## src/rtl/codificacion_dato.sv

```systemverilog
// Frame encoder for the validation link: packs a smoke flag and a current-level
// code into a sync/parity/stop frame, holds it HOLD cycles, then idles GAP cycles.
module codificacion_dato #(
  parameter int N    = 8,
  parameter int R    = 3,
  parameter int HOLD = 4,
  parameter int GAP  = 2
) (
  input  logic         clk,
  input  logic         reset,
  input  logic [R-1:0] corriente_in,
  input  logic         humo_in,
  input  logic         send,
  input  logic         auto_en,
  output logic [N-1:0] data_out,
  output logic         data_valid,
  output logic         busy,
  output logic         done
);

  typedef enum logic [1:0] {
    S_IDLE,
    S_SEND,
    S_GAP
  } state_t;

  localparam logic [3:0] HOLD_CNT = 4'(HOLD);
  localparam logic [3:0] GAP_CNT  = 4'(GAP);

  state_t       state_q, state_d;
  logic [3:0]   cnt_q, cnt_d;
  logic [N-1:0] frame_q;
  logic [R:0]   last_val_q;
  logic         pending_q;

  logic [R:0]   cur_val;
  logic         auto_change;
  logic         req_now;
  logic         start;

  // Frame: sync 2'b10, humo, corriente, even parity over the payload, stop bit.
  function automatic logic [N-1:0] encode(input logic [R:0] v);
    return {2'b10, v, ^v, 1'b1};
  endfunction

  assign cur_val     = {humo_in, corriente_in};
  assign auto_change = auto_en && (cur_val != last_val_q);
  assign req_now     = send || auto_change;
  assign start       = (state_q == S_IDLE) && (req_now || pending_q);

  // NOTE: state is updated with non-blocking assignments and the reset is
  // asynchronous, so every register clears the instant reset falls.
  always_ff @(posedge clk or negedge reset) begin
    if (!reset) begin
      state_q <= S_IDLE;
      cnt_q   <= '0;
    end else begin
      state_q <= state_d;
      cnt_q   <= cnt_d;
    end
  end

  // NOTE: every combinational output gets a default first so no latch is inferred.
  always_comb begin
    state_d = state_q;
    cnt_d   = cnt_q;
    case (state_q)
      S_IDLE: begin
        if (start) begin
          state_d = S_SEND;
          cnt_d   = HOLD_CNT;
        end
      end
      S_SEND: begin
        if (cnt_q <= 4'd1) begin
          state_d = S_GAP;
          cnt_d   = GAP_CNT;
        end else begin
          cnt_d = cnt_q - 4'd1;
        end
      end
      S_GAP: begin
        if (cnt_q <= 4'd1) begin
          state_d = S_IDLE;
          cnt_d   = '0;
        end else begin
          cnt_d = cnt_q - 4'd1;
        end
      end
      default: begin
        state_d = S_IDLE;
        cnt_d   = '0;
      end
    endcase
  end

  always_comb begin
    data_out   = '0;
    data_valid = 1'b0;
    busy       = 1'b0;
    done       = 1'b0;
    case (state_q)
      S_SEND: begin
        data_out   = frame_q;
        data_valid = 1'b1;
        busy       = 1'b1;
      end
      S_GAP: begin
        busy = 1'b1;
        done = (cnt_q <= 4'd1);
      end
      default: ;
    endcase
  end

  // Inputs are sampled when the frame starts, not when the request arrives.
  always_ff @(posedge clk or negedge reset) begin
    if (!reset) begin
      frame_q    <= '0;
      last_val_q <= '0;
    end else if (start) begin
      frame_q    <= encode(cur_val);
      last_val_q <= cur_val;
    end
  end

  // One-deep pending flag; requests while busy are merged into it.
  always_ff @(posedge clk or negedge reset) begin
    if (!reset) begin
      pending_q <= 1'b0;
    end else if (start) begin
      pending_q <= 1'b0;
    end else if ((state_q != S_IDLE) && req_now) begin
      pending_q <= 1'b1;
    end
  end

endmodule
```

## config.mk

```make
export PLATFORM = sky130hd
export DESIGN_NAME = codificacion_dato
export DESIGN_NICKNAME = d
export VERILOG_FILES = /design/src/rtl/codificacion_dato.sv
export SDC_FILE = /design/constraint.sdc
export NUM_CORES = 1
export LEC_CHECK = 0
export ABC_CLOCK_PERIOD_IN_PS = 4610
export CAP_MARGIN = 20
export CORE_UTILIZATION = 25
export DETAILED_ROUTE_END_ITERATION = 7
export SYNTH_ARGS = -nofsm -noshare
export SYNTH_HDL_FRONTEND = slang
export SYNTH_SLANG_ARGS = --single-unit
```

## constraint.sdc

```tcl
create_clock -name clk -period 4.61 [get_ports clk]
set_input_delay 0.922 -clock clk [delete_from_list [all_inputs] [get_ports clk]]
set_output_delay 0.922 -clock clk [all_outputs]
set_load 0.02 [all_outputs]
```

==> impl_metrics.py, run 1 <==
metrics = {
    "floorplan": {
        "std_cell_rows": 21,
        "start_util_pct": 26.2,
        "dieArea_mm2": 0.00373,
        "die_h_um": 61.1,
        "core_area_mm2": 0.00334,
        "io_pins": 19,
        "die_w_um": 61.1,
    },
    "synthesis": {
        "ys_seq_area_share_pct": 37.2,
        "synth-seq-cells": 13,
        "yosysUniqueCellTypes": 32,
        "syn_avg_cell_area_um2": 10.7,
        "netlist_instances": 82,
        "synth_nets": 97,
        "ys_warn_count": 0,
        "syn_area_um2": 873,
    },
    "placement": {
        "routabilityCongestion": 0.802,
        "hpwlAfterDp_um": 1340,
        "numPortBuffers": 17,
    },
    "sta": {
        "finClkSkew_ns": 0.000412,
        "fin_tns_setup_ns": 0,
        "setup_viol": 0,
        "rsz0062_at_grt": "no",
        "fmax_mhz": 333,
        "slew_viol_final": 0,
        "hold_violations": 0,
        "slew-limit-headroom_pct": 60.0,
        "hold_ws_ns": 0.468,
        "period_needed_ns": 3.01,
        "period_share_pct": 65.2,
        "tightestPinTransition_ns": 0.598,
    },
    "global_route": {
        "met2_usage_pct": 17.9,
        "grt_max_degree": 14,
        "grt_usage_pct": 10.1,
        "grt_pass1_vias": 635,
        "grt_use_met3_pct": 1.89,
        "antenna_found_initial": 0,
        "grt_pass1_wl_um": 2660,
        "grt_overflow": 0,
        "grt_use_met1_pct": 11.3,
        "top_usage_layer": "met2",
    },
    "worst_setup_path": {
        "path_max_fanout": 4,
        "critical_path_class": "reg2out",
        "cp-end-kind": "output port",
        "cp.required_ns": 3.69,
        "arrival_ns": 2.08,
        "crit_path_start": "cnt_q[0]",
        "cp-start-kind": "register",
        "r2r_start": "frame_q[5]",
    },
    "clock_tree": {
        "cts-root-buf": "clkbuf_4",
        "cts_setup_buffers": 0,
        "cts_hold_buf": 0,
        "cts_resized": 0,
        "insertion_delay_ns": 0.27,
        "path_clk_slew_ns": 0.08,
        "htree_levels": 1,
        "cts_tree": "done",
        "clk_path_buf_depth": 2,
        "cts-buffers-inserted": 3,
        "cts_num_sinks": 13,
    },
    "run": {
        "cap_violations": 0,
    },
    "layout": {
        "antennaDiodeCount": 0,
        "syn_to_final_growth_pct": 26.9,
        "drive_gt1_share_pct": 11.0,
        "num-nets-final": 116,
        "final_common_cell": "clkdlybuf4s50_1",
        "final_cell_mix": "17 x clkdlybuf4s50_1, 13 x dfrtp_1, 8 x and2_1",
        "num-fill-cells": 366,
    },
    "drt": {
        "firstDrtPassIters": 4,
        "routed_via_density": 4.49,
        "wire_per_inst_um": 11.6,
        "drt_iter0_markers": 13,
        "vias": 656,
        "drc": 0,
        "ant_nets": 0,
        "wirelength_um": 1690,
    },
    "pwr": {
        "leakage_nw": 0.453,
        "ir_drop_mv": 0.116,
        "power_density_mw_per_mm2": 666,
    },
    "min_path": {
        "hp-class": "reg2reg",
        "min-delay-start": "frame_q[0]",
    },
    "status": {
        "status": "finished clean",
    },
}
## worst paths after layout
path / endpoint / slack (ns) / cells after the start
max: done / 1.60 / 6
min: frame_q[0] / 0.47 / 1
max reg2reg: last_val_q[1] / 2.70 / 4
min reg2reg: frame_q[0] / 0.47 / 1
max in group asynchronous: frame_q[0] / 3.20 / 1
min in group asynchronous: frame_q[5] / 1.02 / 1
## where the power goes
| part | switching (W) | internal, W | leakage, nW | total [W] |
|---|---|---|---|---|
| registers | 0.0000481 | 0.000166 | 0.155 | 0.000214 |
| clock network | 0.0000373 | 0.0000336 | 0.0150 | 0.0000708 |
| logic | 0.000230 | 0.000223 | 0.283 | 0.000453 |
## critical path, cell delays in order, from the launching register on
cell	delay [ns]
dfrtp_1	0.41
inv_1	0.09
ha_1	0.19
nor2_1	0.08
nor3_1	0.25
and2_1	0.18
clkdlybuf4s50_1	0.60
## metal layers
metal | vias up | part of all wire (%)
li1 | 329 | -
met4 | 0 | 1.7
met3 | 4 | 4.3
met2 | 18 | 49
met5 | - | 0
met1 | 305 | 45
## sequential cells by signal (all words and copies together) (netlist names)
| name | flops |
|---|---|
| frame_q | 3 |
| cnt_q | 4 |
| state_q | 2 |
| last_val_q | 3 |
| pending_q | 1 |
## cells by family (layout without fill, tap and decap cells)
group	Yosys count	in the layout	synth area share (%)
and+or+nand+nor	23	23	15.6
AOI/OAI and AO/OA	14	14	14.9
DFF	13	13	37.2
buffers and inverters	9	27	4.73
muxes	8	8	10.0
adders and majority gates	7	7	10.0
xor gates and xnor gates	7	7	7.02
other	1	1	0.429
## through the flow
step / power (W) / util [%] / instances / area, um2 / worst slack (ns)
after global routing: 0.000802 / 33.2 / 146 / 1110 / 1.44
after CTS: 0.000747 / 33.2 / 146 / 1110 / 1.60
after detailed placement: 0.000675 / 32.4 / 142 / 1080 / 1.67
after floorplan: 0.000532 / - / 82 / 873 / 2.22
after global placement: 0.000670 / 32.4 / 142 / 1080 / 1.71
final: 0.000739 / 33.2 / 146 / 1110 / 1.60
## cells in the mapped netlist
| cell type | number | area share, % |
|---|---|---|
| inv_1 | 6 | 2.6 |
| buf_4 | 2 | 1.7 |
| o211ai_1 | 1 | 0.86 |
| nor2_1 | 4 | 1.7 |
| a32o_1 | 1 | 1.1 |
| nand4bb_1 | 1 | 1.3 |
| clkbuf_1 | 1 | 0.43 |
| nand4_1 | 1 | 0.72 |
| nand2_1 | 2 | 0.86 |
| conb_1 | 1 | 0.43 |
| nor4b_1 | 1 | 1.0 |
| ha_1 | 7 | 10 |
| a21oi_1 | 2 | 1.1 |
| a31oi_1 | 2 | 1.4 |
| dfrtp_1 | 13 | 37 |
| o31ai_4 | 1 | 2.4 |
| and2_1 | 8 | 5.7 |
| or4_1 | 2 | 1.7 |
| nand2b_1 | 1 | 0.72 |
| o31ai_1 | 1 | 0.86 |
| o32a_1 | 1 | 1.1 |
| mux2i_1 | 2 | 2.3 |
| o21ai_0 | 1 | 0.57 |
| mux2_2 | 6 | 7.7 |
| o41ai_2 | 1 | 1.9 |
| a221o_1 | 1 | 1.1 |
| xor2_1 | 5 | 5.0 |
| o311ai_0 | 1 | 1.0 |
| o41a_1 | 1 | 1.3 |
| nor3_1 | 2 | 1.1 |
| xnor2_1 | 2 | 2.0 |
| or3_1 | 1 | 0.72 |
## area by class of cell
type	instances	area [um2]	area share [%]
Clock buffer	4	26.3	2.37
Inverter	6	22.5	2.03
Multi-Input combinational cell	60	507	45.7
Sequential cell	13	325	29.3
Tap cell	46	57.6	5.19
Timing Repair Buffer	17	170	15.3
Power figures use the tool's default switching activity.
==> run 2, diff against run 1 <==
Settings changed: ABC_CLOCK_PERIOD_IN_PS 4610 to 2800.
Clock period 4.61 ns to 2.8 ns, I/O delays scaled along.
==> impl_metrics.py, run 2 (synthesis gave the netlist of run 1 again) <==
metrics = {
    "status": {
        "status": "finished clean",
    },
    "sta": {
        "slew-limit-headroom_pct": 59.5,
        "rsz0062_at_grt": "no",
        "hold_violations": 0,
        "fin_tns_setup_ns": 0,
        "setup_viol": 0,
        "tightestPinTransition_ns": 0.606,
        "period_needed_ns": 2.56,
        "setup_ws_ns": 0.241,
        "finClkSkew_ns": 0.000992,
        "slew_viol_final": 0,
        "period_share_pct": 91.4,
        "fmax_mhz": 391,
    },
    "global_route": {
        "antenna_found_initial": 0,
        "grt_max_degree": 14,
        "grt_pass1_vias": 614,
        "grt_pass1_wl_um": 2710,
        "grt_overflow": 0,
        "grt_usage_pct": 10.6,
    },
    "clock_tree": {
        "htree_levels": 1,
        "cts-root-buf": "clkbuf_4",
        "cts_num_sinks": 13,
        "cts_tree": "done",
        "cts_setup_buffers": 0,
        "cts_hold_buf": 0,
        "cts-buffers-inserted": 3,
        "path_clk_slew_ns": 0.08,
        "insertion_delay_ns": 0.28,
        "cts_resized": 0,
        "clk_path_buf_depth": 2,
    },
    "drt": {
        "routed_via_density": 4.52,
        "drc": 0,
        "wirelength_um": 1770,
        "firstDrtPassIters": 4,
        "vias": 665,
        "wire_per_inst_um": 12.0,
        "drt_iter0_markers": 9,
        "ant_nets": 0,
    },
    "layout": {
        "reg.largest.list": "cnt_q (4), frame_q (3), last_val_q (3)",
        "syn_to_final_growth_pct": 28.4,
        "final_cell_mix": "17 x clkdlybuf4s50_1, 13 x dfrtp_1, 8 x and2_1",
        "antennaDiodeCount": 0,
        "num-nets-final": 117,
        "top_register": "cnt_q",
        "largest_reg_flops": 4,
        "num-fill-cells": 340,
        "final_common_cell": "clkdlybuf4s50_1",
        "stdcell_area_mm2": 0.00112,
        "post-route-util_pct": 33.6,
        "drive_gt1_share_pct": 12.9,
    },
    "placement": {
        "dpl_cell_area_mm2": 0.00109,
        "routabilityCongestion": 0.805,
        "hpwlAfterDp_um": 1350,
        "place_ws_ns": 0.216,
        "numPortBuffers": 17,
    },
    "worst_setup_path": {
        "crit_family": "buffers and inverters",
        "cp_num_buf_inv": 2,
        "cp-end-kind": "output port",
        "cp_slowest_stage_delay_ns": 0.53,
        "path_cells": "inv_1 -> ha_1 -> nor2_1 -> nor3_2 -> and2_1 -> clkdlybuf4s50_1",
        "path_max_fanout": 4,
        "crit_cells": 6,
        "critical_path_class": "reg2out",
        "cp_slowest_cell": "clkdlybuf4s50_1",
        "cp.required_ns": 2.24,
        "arrival_ns": 2.00,
        "reg2reg_depth": 4,
        "cp-start-kind": "register",
    },
    "floorplan": {
        "die_h_um": 61.1,
        "core_area_mm2": 0.00334,
        "std_cell_rows": 21,
        "dieArea_mm2": 0.00373,
        "io_pins": 19,
        "die_w_um": 61.1,
        "start_util_pct": 26.2,
    },
    "pwr": {
        "power_density_mw_per_mm2": 1110,
        "ir_drop_mv": 0.185,
        "leakage_nw": 0.459,
        "power.total_w": 0.00124,
    },
    "min_path": {
        "worstHoldPathCells": 1,
        "hp-class": "reg2reg",
    },
    "run": {
        "cap_violations": 0,
    },
}
-- run 2: cell count changes in the layout (fill, tap and decap cells not counted), sizes merged --
cell,previous run,this run
buf,0,1
-- run 2: area by class of cell --
type                            instances  area [um2]  area share, %
Timing Repair Buffer                   18         178           15.8
Sequential cell                        13         325           29.0
Clock buffer                            4        26.3           2.34
Multi-Input combinational cell         60         512           45.6
Tap cell                               46        57.6           5.13
Inverter                                6        22.5           2.01
-- run 2: final timing paths --
kind | slack [ns] | from | end
max | 0.24 | cnt_q[0] | done
min | 0.47 | frame_q[0] | frame_q[0]
max reg2reg | 0.87 | frame_q[5] | last_val_q[2]
min reg2reg | 0.47 | frame_q[0] | frame_q[0]
max in group asynchronous | 1.75 | reset | last_val_q[1]
min in group asynchronous | 0.66 | reset | frame_q[5]
-- run 2: metrics by stage --
stage | hold slack (ns) | std cells
2_1_floorplan | 0.264 | 82
3_3_place_gp | 0.456 | 143
3_5_place_dp | 0.452 | 143
4_1_cts | 0.471 | 147
5_1_grt | 0.508 | 147
6_report | 0.468 | 147
-- run 2: power breakdown --
part,switching [W],internal [W],leakage [nW]
registers,0.0000846,0.000274,0.155
logic,0.000391,0.000376,0.289
clock network,0.0000620,0.0000553,0.0150
-- run 2: layer usage --
layer / global-route usage, % / share of wire (%) / vias to the layer above
li1: - / - / 333
met1: 12.2 / 46 / 312
met2: 17.4 / 49 / 16
met3: 2.52 / 3.8 / 4
met4: 6.82 / 1.9 / 0
met5: 0 / 0 / -
